File: src/rtl/pulse_seq_multi_if.sv
// Bus bundle for the multi-channel pulse sequencer: triggers and config in, pulses and status out.
interface pulse_seq_multi_if #(
  parameter int unsigned NumCh     = 4,
  parameter int unsigned CntW      = 24,
  parameter int unsigned ScanSteps = 16
);
  localparam int unsigned ChW  = (NumCh > 1) ? $clog2(NumCh) : 1;
  localparam int unsigned IdxW = $clog2(ScanSteps);

  logic             trig;
  logic             scan_trig;
  logic             cfg_we;
  logic [ChW-1:0]   cfg_ch;
  logic [1:0]       cfg_sel;
  logic [CntW-1:0]  cfg_data;
  logic [NumCh-1:0] pulse;
  logic             busy;
  logic [IdxW-1:0]  scan_idx;
  logic             overrun;

  modport master (
    output trig, scan_trig, cfg_we, cfg_ch, cfg_sel, cfg_data,
    input  pulse, busy, scan_idx, overrun
  );

  modport slave (
    input  trig, scan_trig, cfg_we, cfg_ch, cfg_sel, cfg_data,
    output pulse, busy, scan_idx, overrun
  );
endinterface

File: src/rtl/pulse_seq_multi.sv
// Trigger-driven multi-channel pulse sequencer with programmable delay/width and a
// scan trigger that steps each channel's width by a per-channel increment.
module pulse_seq_multi #(
  parameter int unsigned NumCh     = 4,
  parameter int unsigned CntW      = 24,
  parameter int unsigned ScanSteps = 16
) (
  input logic              clk,
  input logic              rst,
  pulse_seq_multi_if.slave bus
);
  localparam int unsigned ChW  = (NumCh > 1) ? $clog2(NumCh) : 1;
  localparam int unsigned IdxW = $clog2(ScanSteps);
  localparam logic [IdxW-1:0] LastIdx = IdxW'(ScanSteps - 1);

  typedef enum logic [1:0] {StIdle, StDelay, StPulse} state_e;

  logic [2:0]       trig_sync_q, scan_sync_q;
  logic             trig_edge_q, scan_edge_q;
  logic [CntW-1:0]  delay_q  [NumCh];
  logic [CntW-1:0]  width_q  [NumCh];
  logic [CntW-1:0]  step_q   [NumCh];
  logic [CntW-1:0]  offset_q [NumCh];
  logic [CntW-1:0]  cnt_q    [NumCh];
  logic [CntW-1:0]  wlat_q   [NumCh];
  logic [CntW-1:0]  eff_w    [NumCh];
  state_e           state_q  [NumCh];
  logic [NumCh-1:0] mask_q, pulse_q;
  logic [IdxW-1:0]  idx_q;
  logic             overrun_q, busy, any_edge, shot, scan_shot;

  function automatic logic [CntW-1:0] sat_add(input logic [CntW-1:0] a, input logic [CntW-1:0] b);
    logic [CntW:0] s;
    s = {1'b0, a} + {1'b0, b};
    return s[CntW] ? '1 : s[CntW-1:0];
  endfunction

  always_comb begin
    busy = 1'b0;
    for (int c = 0; c < NumCh; c++) begin
      if (state_q[c] != StIdle) busy = 1'b1;
      eff_w[c] = scan_edge_q ? sat_add(width_q[c], offset_q[c]) : width_q[c];
    end
  end

  // A simultaneous plain edge is absorbed by the scan shot.
  assign any_edge  = trig_edge_q | scan_edge_q;
  assign shot      = any_edge & ~busy;
  assign scan_shot = shot & scan_edge_q;

  always_ff @(posedge clk) begin
    if (rst) begin
      trig_sync_q <= '0;
      scan_sync_q <= '0;
      trig_edge_q <= 1'b0;
      scan_edge_q <= 1'b0;
      mask_q      <= '0;
      pulse_q     <= '0;
      idx_q       <= '0;
      overrun_q   <= 1'b0;
      for (int c = 0; c < NumCh; c++) begin
        delay_q[c]  <= '0;
        width_q[c]  <= '0;
        step_q[c]   <= '0;
        offset_q[c] <= '0;
        cnt_q[c]    <= '0;
        wlat_q[c]   <= '0;
        state_q[c]  <= StIdle;
      end
    end else begin
      trig_sync_q <= {trig_sync_q[1:0], bus.trig};
      scan_sync_q <= {scan_sync_q[1:0], bus.scan_trig};
      trig_edge_q <= trig_sync_q[1] & ~trig_sync_q[2];
      scan_edge_q <= scan_sync_q[1] & ~scan_sync_q[2];

      for (int c = 0; c < NumCh; c++) begin
        unique case (state_q[c])
          StIdle: begin
            if (shot && mask_q[c]) begin
              wlat_q[c] <= eff_w[c];
              if (delay_q[c] != '0) begin
                state_q[c] <= StDelay;
                cnt_q[c]   <= delay_q[c] - CntW'(1);
              end else if (eff_w[c] != '0) begin
                state_q[c] <= StPulse;
                cnt_q[c]   <= eff_w[c] - CntW'(1);
                pulse_q[c] <= 1'b1;
              end
            end
          end
          StDelay: begin
            if (cnt_q[c] != '0) begin
              cnt_q[c] <= cnt_q[c] - CntW'(1);
            end else if (wlat_q[c] != '0) begin
              state_q[c] <= StPulse;
              cnt_q[c]   <= wlat_q[c] - CntW'(1);
              pulse_q[c] <= 1'b1;
            end else begin
              state_q[c] <= StIdle;
            end
          end
          StPulse: begin
            if (cnt_q[c] != '0) begin
              cnt_q[c] <= cnt_q[c] - CntW'(1);
            end else begin
              state_q[c] <= StIdle;
              pulse_q[c] <= 1'b0;
            end
          end
          default: begin
            state_q[c] <= StIdle;
            pulse_q[c] <= 1'b0;
          end
        endcase
      end

      if (scan_shot) begin
        if (idx_q == LastIdx) begin
          idx_q <= '0;
          for (int c = 0; c < NumCh; c++) offset_q[c] <= '0;
        end else begin
          idx_q <= idx_q + IdxW'(1);
          for (int c = 0; c < NumCh; c++) offset_q[c] <= sat_add(offset_q[c], step_q[c]);
        end
      end

      // Writes land after the shot latch, so a coinciding shot sees the old values.
      if (bus.cfg_we) begin
        unique case (bus.cfg_sel)
          2'd0: for (int c = 0; c < NumCh; c++) begin
            if (ChW'(c) == bus.cfg_ch) delay_q[c] <= bus.cfg_data;
          end
          2'd1: for (int c = 0; c < NumCh; c++) begin
            if (ChW'(c) == bus.cfg_ch) width_q[c] <= bus.cfg_data;
          end
          2'd2: for (int c = 0; c < NumCh; c++) begin
            if (ChW'(c) == bus.cfg_ch) step_q[c] <= bus.cfg_data;
          end
          default: begin
            mask_q <= bus.cfg_data[NumCh-1:0];
            idx_q  <= '0;
            for (int c = 0; c < NumCh; c++) offset_q[c] <= '0;
          end
        endcase
      end

      if (any_edge && busy) begin
        overrun_q <= 1'b1;
      end else if (bus.cfg_we && bus.cfg_sel == 2'd3) begin
        overrun_q <= 1'b0;
      end
    end
  end

  assign bus.pulse    = pulse_q;
  assign bus.busy     = busy;
  assign bus.scan_idx = idx_q;
  assign bus.overrun  = overrun_q;
endmodule

File: src/flat_wrapper.sv
// flat-port wrapper written by rule: the top's interface ports become plain ports
module pulse_seq_multi_flat 
#(
  parameter int unsigned NumCh     = 4,
  parameter int unsigned CntW      = 24,
  parameter int unsigned ScanSteps = 16
)
  (clk, rst, bus_trig, bus_scan_trig, bus_cfg_we, bus_cfg_ch, bus_cfg_sel, bus_cfg_data, bus_pulse, bus_busy, bus_scan_idx, bus_overrun);
  pulse_seq_multi_if #(.NumCh(NumCh), .CntW(CntW), .ScanSteps(ScanSteps)) bus_i ();
  input logic clk;
  input logic rst;
  input wire logic [$bits(bus_i.trig)-1:0] bus_trig;
  input wire logic [$bits(bus_i.scan_trig)-1:0] bus_scan_trig;
  input wire logic [$bits(bus_i.cfg_we)-1:0] bus_cfg_we;
  input wire logic [$bits(bus_i.cfg_ch)-1:0] bus_cfg_ch;
  input wire logic [$bits(bus_i.cfg_sel)-1:0] bus_cfg_sel;
  input wire logic [$bits(bus_i.cfg_data)-1:0] bus_cfg_data;
  output wire logic [$bits(bus_i.pulse)-1:0] bus_pulse;
  output wire logic [$bits(bus_i.busy)-1:0] bus_busy;
  output wire logic [$bits(bus_i.scan_idx)-1:0] bus_scan_idx;
  output wire logic [$bits(bus_i.overrun)-1:0] bus_overrun;
  assign bus_i.trig = bus_trig;
  assign bus_i.scan_trig = bus_scan_trig;
  assign bus_i.cfg_we = bus_cfg_we;
  assign bus_i.cfg_ch = bus_cfg_ch;
  assign bus_i.cfg_sel = bus_cfg_sel;
  assign bus_i.cfg_data = bus_cfg_data;
  assign bus_pulse = bus_i.pulse;
  assign bus_busy = bus_i.busy;
  assign bus_scan_idx = bus_i.scan_idx;
  assign bus_overrun = bus_i.overrun;
  pulse_seq_multi #(.NumCh(NumCh), .CntW(CntW), .ScanSteps(ScanSteps)) u_core (.clk(clk), .rst(rst), .bus(bus_i));
endmodule
File: config.mk
export PLATFORM = sky130hd
export DESIGN_NAME = pulse_seq_multi_flat
export DESIGN_NICKNAME = d
export VERILOG_FILES = /design/src/rtl/pulse_seq_multi_if.sv /design/src/rtl/pulse_seq_multi.sv /design/src/flat_wrapper.sv
export SDC_FILE = /design/constraint.sdc
export NUM_CORES = 2
export LEC_CHECK = 0
export CAP_MARGIN = 20
export CORE_AREA = 3 3 295 239
export DETAILED_ROUTE_END_ITERATION = 16
export DIE_AREA = 0 0 298 242
export GPL_ROUTABILITY_DRIVEN = 0
export PLACE_DENSITY = 0.84
export SYNTH_ARGS = -nofsm -noshare
export SYNTH_HDL_FRONTEND = slang
export SYNTH_SLANG_ARGS = --single-unit
File: constraint.sdc
create_clock -name clk -period 8.6 [get_ports clk]
set_input_delay 1.29 -clock clk [delete_from_list [all_inputs] [get_ports clk]]
set_output_delay 1.29 -clock clk [all_outputs]
set_load 0.01 [all_outputs]
# Word level (Yosys, flattened, before mapping)
# Memories as Yosys holds them, arrays and structs flattened.
# Index checks and enable logic that the tools add are counted.
# totals
register_bits	21
ram_bits	584
in_bits	33
output_inout_bits	10
elab_cells	550
memories	7
# mem_list
memory	depth	word_bits	rd	rd_ports_with_merged_regs	wr	line	source
u_core.cnt_q	4	24	4	0	4	pulse_seq_multi.sv:24	logic [CntW-1:0] cnt_q [NumCh];
u_core.delay_q	4	24	4	0	4	pulse_seq_multi.sv:20	logic [CntW-1:0] delay_q [NumCh];
u_core.offset_q	4	24	4	0	4	pulse_seq_multi.sv:23	logic [CntW-1:0] offset_q [NumCh];
u_core.step_q	4	24	4	0	4	pulse_seq_multi.sv:22	logic [CntW-1:0] step_q [NumCh];
u_core.width_q	4	24	4	0	4	pulse_seq_multi.sv:21	logic [CntW-1:0] width_q [NumCh];
u_core.wlat_q	4	24	4	0	4	pulse_seq_multi.sv:25	logic [CntW-1:0] wlat_q [NumCh];
1 more memories	--	--	--	--	--	--	
# op_classes
addsub	25
eq_ne	39
mux	344
bitwise	81
n_reduce_logical	43
# ops
cell	count
2-to-1 mux 24 bit	60
nonzero test 24 bit	16
subtractor 24 x 1 -> 24 bit (second input constant)	16
2-to-1 mux 1 bit	252
adder 24 x 24 -> 25 bit	8
OR 1 bit	73
2-to-1 mux 2 bit	24
!= test 2 x 1 -> 1 bit (second input constant)	12
!= test 2 bit (second input constant)	12
AND reduction 6 bit	4
2-to-1 mux 4 bit	4
OR reduction 3 bit	5
equality test 2 bit (second input constant)	6
logical NOT 2 bit	6
one-hot mux 1 bit (3 select lines)	4
equality test 2 x 1 -> 1 bit (second input constant)	5
nonzero test 2 bit	5
logical AND 1 bit	6
adder 4 x 1 -> 4 bit (second input constant)	1
AND 1 bit	4
equality test 2 bit (first input constant)	2
equality test 4 bit (second input constant)	1
NOT 1 bit	4
equality test 1 x 2 -> 1 bit (first input constant)	1
AND reduction 2 bit	1

# Longest topological paths before layout
# depth
ltp_word	18
depth_mapped	25
depth_no_buf	22

# Worst setup path before layout
# OpenSTA, ideal clock, no wires.
# synth_path
path_kind	register -> register
start	mem u_core.width_q[1][0]
end	mem u_core.cnt_q[1][18] (data pin)
setup_ns	0.267
arrival_time_ns	5.882
required_ns	8.333
slack_ns	2.451
stages_incl_launch_ff	25
n_path_buf	3
synth_period_minus_slack_ns	6.149
path_cell_list	edfxtp_1 > ha_1 > fa_1 > a21o_1 > a21o_1 > a21o_1 > a2111oi_1 > o41ai_1 > or4_1 > a2111oi_0 > and4_1 > a41oi_1 > buf_2 > buf_2 > buf_2 > a21oi_1 > ha_1 > nand2b_1 > or4_1 > nor3_1 > mux2i_1 > nor4b_1 > xnor2_1 > o21ai_0 > a22oi_1
# synth_rtl
element	line
from (decl)	pulse_seq_multi.sv:21
to (decl)	pulse_seq_multi.sv:24

==> impl_metrics.toml <==
[run_status]
outcome = "finished clean"

[timing]
fin_crit_sh_pct = 82.2
setup_tns_ns = 0
hold_viol = 0
worst_slew_pin_slew_ns = 1.27
skew_ns = 0.0340
finalWorstSetupSlack_ns = 1.53
rsz0062_at_grt = "false"
setup_viol_count_final = 0
clock.fmax_mhz = 141
drv_slew = 0
slew_headroom_pct = 15.1
fin_crit_ns = 7.07
whs_ns = 0.381

[worst_hold_path]
min-delay-start = "u_core.trig_sync_q[2]$_SDFF_PP0_"
hold_end = "u_core.trig_edge_q$_SDFF_PP0_"
hold_path_class = "reg2reg"
whs_path_depth = 1

[power]
power_mw = 7.37
ir_worst_vdd_mv = 0.145
power_leakage_nw = 17.4
powerDensity_nw_per_um2 = 161

[placement]
place_inst = 5374
place_ws_ns = 1.95
io_buffers = 42
hpwlAfterDp_um = 87200

[critical_path]
path_cells = "ha_1, fa_1, a21o_1, a21o_1, a21o_1, a2111oi_1, o41ai_1, or4_1, a2111oi_0, and4_1, a41oi_2, buf_4, a21oi_1, ha_1, nand2b_1, or4_1, nor3_1, mux2i_1, nor4b_1, xnor2_1, o21ai_0, a22oi_1"
worstReg2RegStart = "u_core.width_q[1][0]$_SDFFCE_PN0P_"
ff2ff_setup_slack_ns = 1.53
crit_slowest_cell = "a2111oi_1"
rr_worst_depth = 22
critPathBufInv = 1
path_common_cell = "a21o_1"
path_max_fanout = 32
cpPeakStageDelay_ns = 0.65
crit_path_start_kind = "flop"
crit_required_ns = 8.96
criticalPathCategory = "reg2reg"
end_kind = "flop"
cp_top_family = "compound AO/OA/AOI/OAI gates"
rr_endpoint = "u_core.cnt_q[1][18]$_SDFFCE_PN0P_"
cp.arrival_ns = 7.43

[global_route]
antenna_found_initial = 10
grt_use_total_pct = 32.8
grt-ovfl-total = 0
grt_pass1_wl_um = 189000
grt_max_degree = 74
grt_pass1_vias = 34100

[final_layout]
fin_cells = 5515
nets = 4794
fillers = 5197
drive_gt1_share_pct = 6.02
mostFrequentLayoutCell = "edfxtp_1"
final_cell_mix = "edfxtp_1 (512), nor2_1 (416), nand2_1 (370)"
area_growth_pct = 9.33

[clock_network]
h-tree-depth = 3
clockBufferDepth = 3
clockRootBuffer = "clkbuf_16"
post-cts-setup-buffers = 0
tritoncts = "yes"
clk_latency_ns = 0.63
cts.clk_slew.worst_paths_ns = 0.06
cts_made_buffers = 68
hold_buffers = 0
cts_resized = 0
cts_num_sinks = 605

[route]
via_per_inst = 6.69
drc = 0
vias = 36900
avgRoutedWirePerCell_um = 22.3
ant_nets = 0
drt_pre_antenna_iters = 6
finalWirelength_um = 123000
drt_iter0_markers = 5394

[floorplan]
rows = 85
start_util_pct = 62.0
die_h_um = 242
die-area_um2 = 72100
die_w_um = 298
ios = 43
core-area_um2 = 67400

[yosys]
syn_area_per_cell_um2 = 9.20
synth_flop_cell = "edfxtp_1"
synth_fp_nets = 4792
synth-seq-cells = 605
yosys_warnings = 0
synth_edf_count = 512
ys_async_sr_fraction_pct = 0
ys_seq_area_share_pct = 41.2
ys_types = 106
syn-instance-count = 4543
syn-cell-area_um2 = 41800

[flow_run]
max_cap_viol_count = 0
==> stage by stage <==
stage               instance area, µm²  util [%]
floorplan                        41800         -
global placement                 43200      64.1
detailed placement               43300      64.2
CTS                              45500      67.4
global route                     45700      67.8
finish                           45700      67.8
==> state kept, by name (all words and copies together) (netlist names), 4 cells and up <==
name and flops:
u_core.bus.pulse 4, u_core.bus.scan_idx 4, u_core.state_q 8, u_core.wlat_q 96, u_core.delay_q 96, u_core.mask_q 4
u_core.offset_q 96, u_core.step_q 96, u_core.width_q 96, u_core.cnt_q 96
==> where the power goes <==
| part | internal [mW] | switching (mW) |
|---|---|---|
| Clock | 1.69 | 1.25 |
| Sequential | 3.34 | 0.141 |
| Combinational | 0.347 | 0.611 |
| Total | 5.37 | 2.00 |
==> worst max path at each step <==
stage / end / from / depth (start not counted)
finish: u_core.cnt_q[1][18]$_SDFFCE_PN0P_ / u_core.width_q[1][0]$_SDFFCE_PN0P_ / 22
global route: u_core.cnt_q[1][18]$_SDFFCE_PN0P_ / u_core.width_q[1][0]$_SDFFCE_PN0P_ / 22
CTS: u_core.cnt_q[1][18]$_SDFFCE_PN0P_ / u_core.width_q[1][0]$_SDFFCE_PN0P_ / 22
detailed placement: u_core.cnt_q[1][18]$_SDFFCE_PN0P_ / u_core.width_q[1][0]$_SDFFCE_PN0P_ / 22
global placement: u_core.cnt_q[0][22]$_SDFFCE_PN0P_ / u_core.width_q[0][0]$_SDFFCE_PN0P_ / 23
floorplan: u_core.cnt_q[1][18]$_SDFFCE_PN0P_ / u_core.width_q[1][0]$_SDFFCE_PN0P_ / 24
==> synthesized netlist by cell type (all sizes together), types with 12 or more instances <==
| library cell | number | area (µm²) |
|---|---|---|
| or4 | 39 | 297 |
| a21oi | 317 | 1610 |
| nor2b | 45 | 282 |
| clkbuf | 166 | 624 |
| o41ai | 13 | 121 |
| nor3 | 173 | 881 |
| a221oi | 32 | 280 |
| o221ai | 17 | 149 |
| nor4 | 76 | 497 |
| xor2 | 158 | 1380 |
| o22ai | 83 | 519 |
| o31a | 12 | 105 |
| nor3b | 16 | 120 |
| nor2 | 418 | 1570 |
| dfxtp | 93 | 1860 |
| xnor2 | 218 | 1910 |
| a211oi | 54 | 410 |
| inv | 142 | 533 |
| mux2i | 20 | 200 |
| a21boi | 25 | 188 |
| nand4 | 32 | 215 |
| o21ai | 267 | 1340 |
| a21o | 60 | 450 |
| nand3b | 19 | 143 |
| nand2b | 43 | 269 |
| buf | 24 | 124 |
| o21a | 23 | 173 |
| a31oi | 38 | 244 |
| or2 | 29 | 181 |
| o31ai | 28 | 210 |
| ha | 208 | 2600 |
| edfxtp | 512 | 15400 |
| o21bai | 26 | 195 |
| nand3 | 87 | 435 |
| o22a | 14 | 123 |
| nand2 | 371 | 1400 |
| and3 | 30 | 188 |
| or3 | 70 | 438 |
| and2 | 330 | 2060 |
| o211ai | 30 | 230 |
==> worst reg2reg max path: stages, from the launching register on <==
cell and delay [ns]:
edfxtp_1 0.47, ha_1 0.27, fa_1 0.41, a21o_1 0.21, a21o_1 0.21, a21o_1 0.23
a2111oi_1 0.65, o41ai_1 0.13, or4_1 0.54, a2111oi_0 0.63, and4_1 0.36, a41oi_2 0.13
buf_4 0.27, a21oi_1 0.23, ha_1 0.22, nand2b_1 0.14, or4_1 0.51, nor3_1 0.18
mux2i_1 0.25, nor4b_1 0.43, xnor2_1 0.10, o21ai_0 0.15, a22oi_1 0.09
==> logic make-up after synthesis <==
| family | share of synthesized area (%) |
|---|---|
| buffers and inverters | 3.07 |
| adders and majority gates | 6.61 |
| AOI/OAI and AO/OA | 18.4 |
| DFF | 41.2 |
| and+or+nand+nor | 22.3 |
| xor gates and xnor gates | 7.88 |
| muxes | 0.533 |
==> final cells by class <==
| type | instances | area (µm²) | area share [%] |
|---|---|---|---|
| Antenna cell | 3 | 7.51 | 0.0164 |
| Clock buffer | 94 | 1950 | 4.28 |
| Clock inverter | 30 | 244 | 0.534 |
| Inverter | 143 | 537 | 1.17 |
| Multi-Input combinational cell | 3605 | 23400 | 51.2 |
| Sequential cell | 605 | 17200 | 37.7 |
| Tap cell | 913 | 1140 | 2.50 |
| Timing Repair Buffer | 122 | 1160 | 2.55 |
==> layer usage <==
layer / global-route usage (%) / part of all wire [%] / vias to the layer above
met1: 46.1 / 40 / 17200
met5: 0 / 0 / -
li1: - / - / 16800
met3: 8.71 / 14 / 410
met2: 48.2 / 42 / 2429
met4: 13.3 / 4.6 / 0
(Power assumes the default switching activity.)
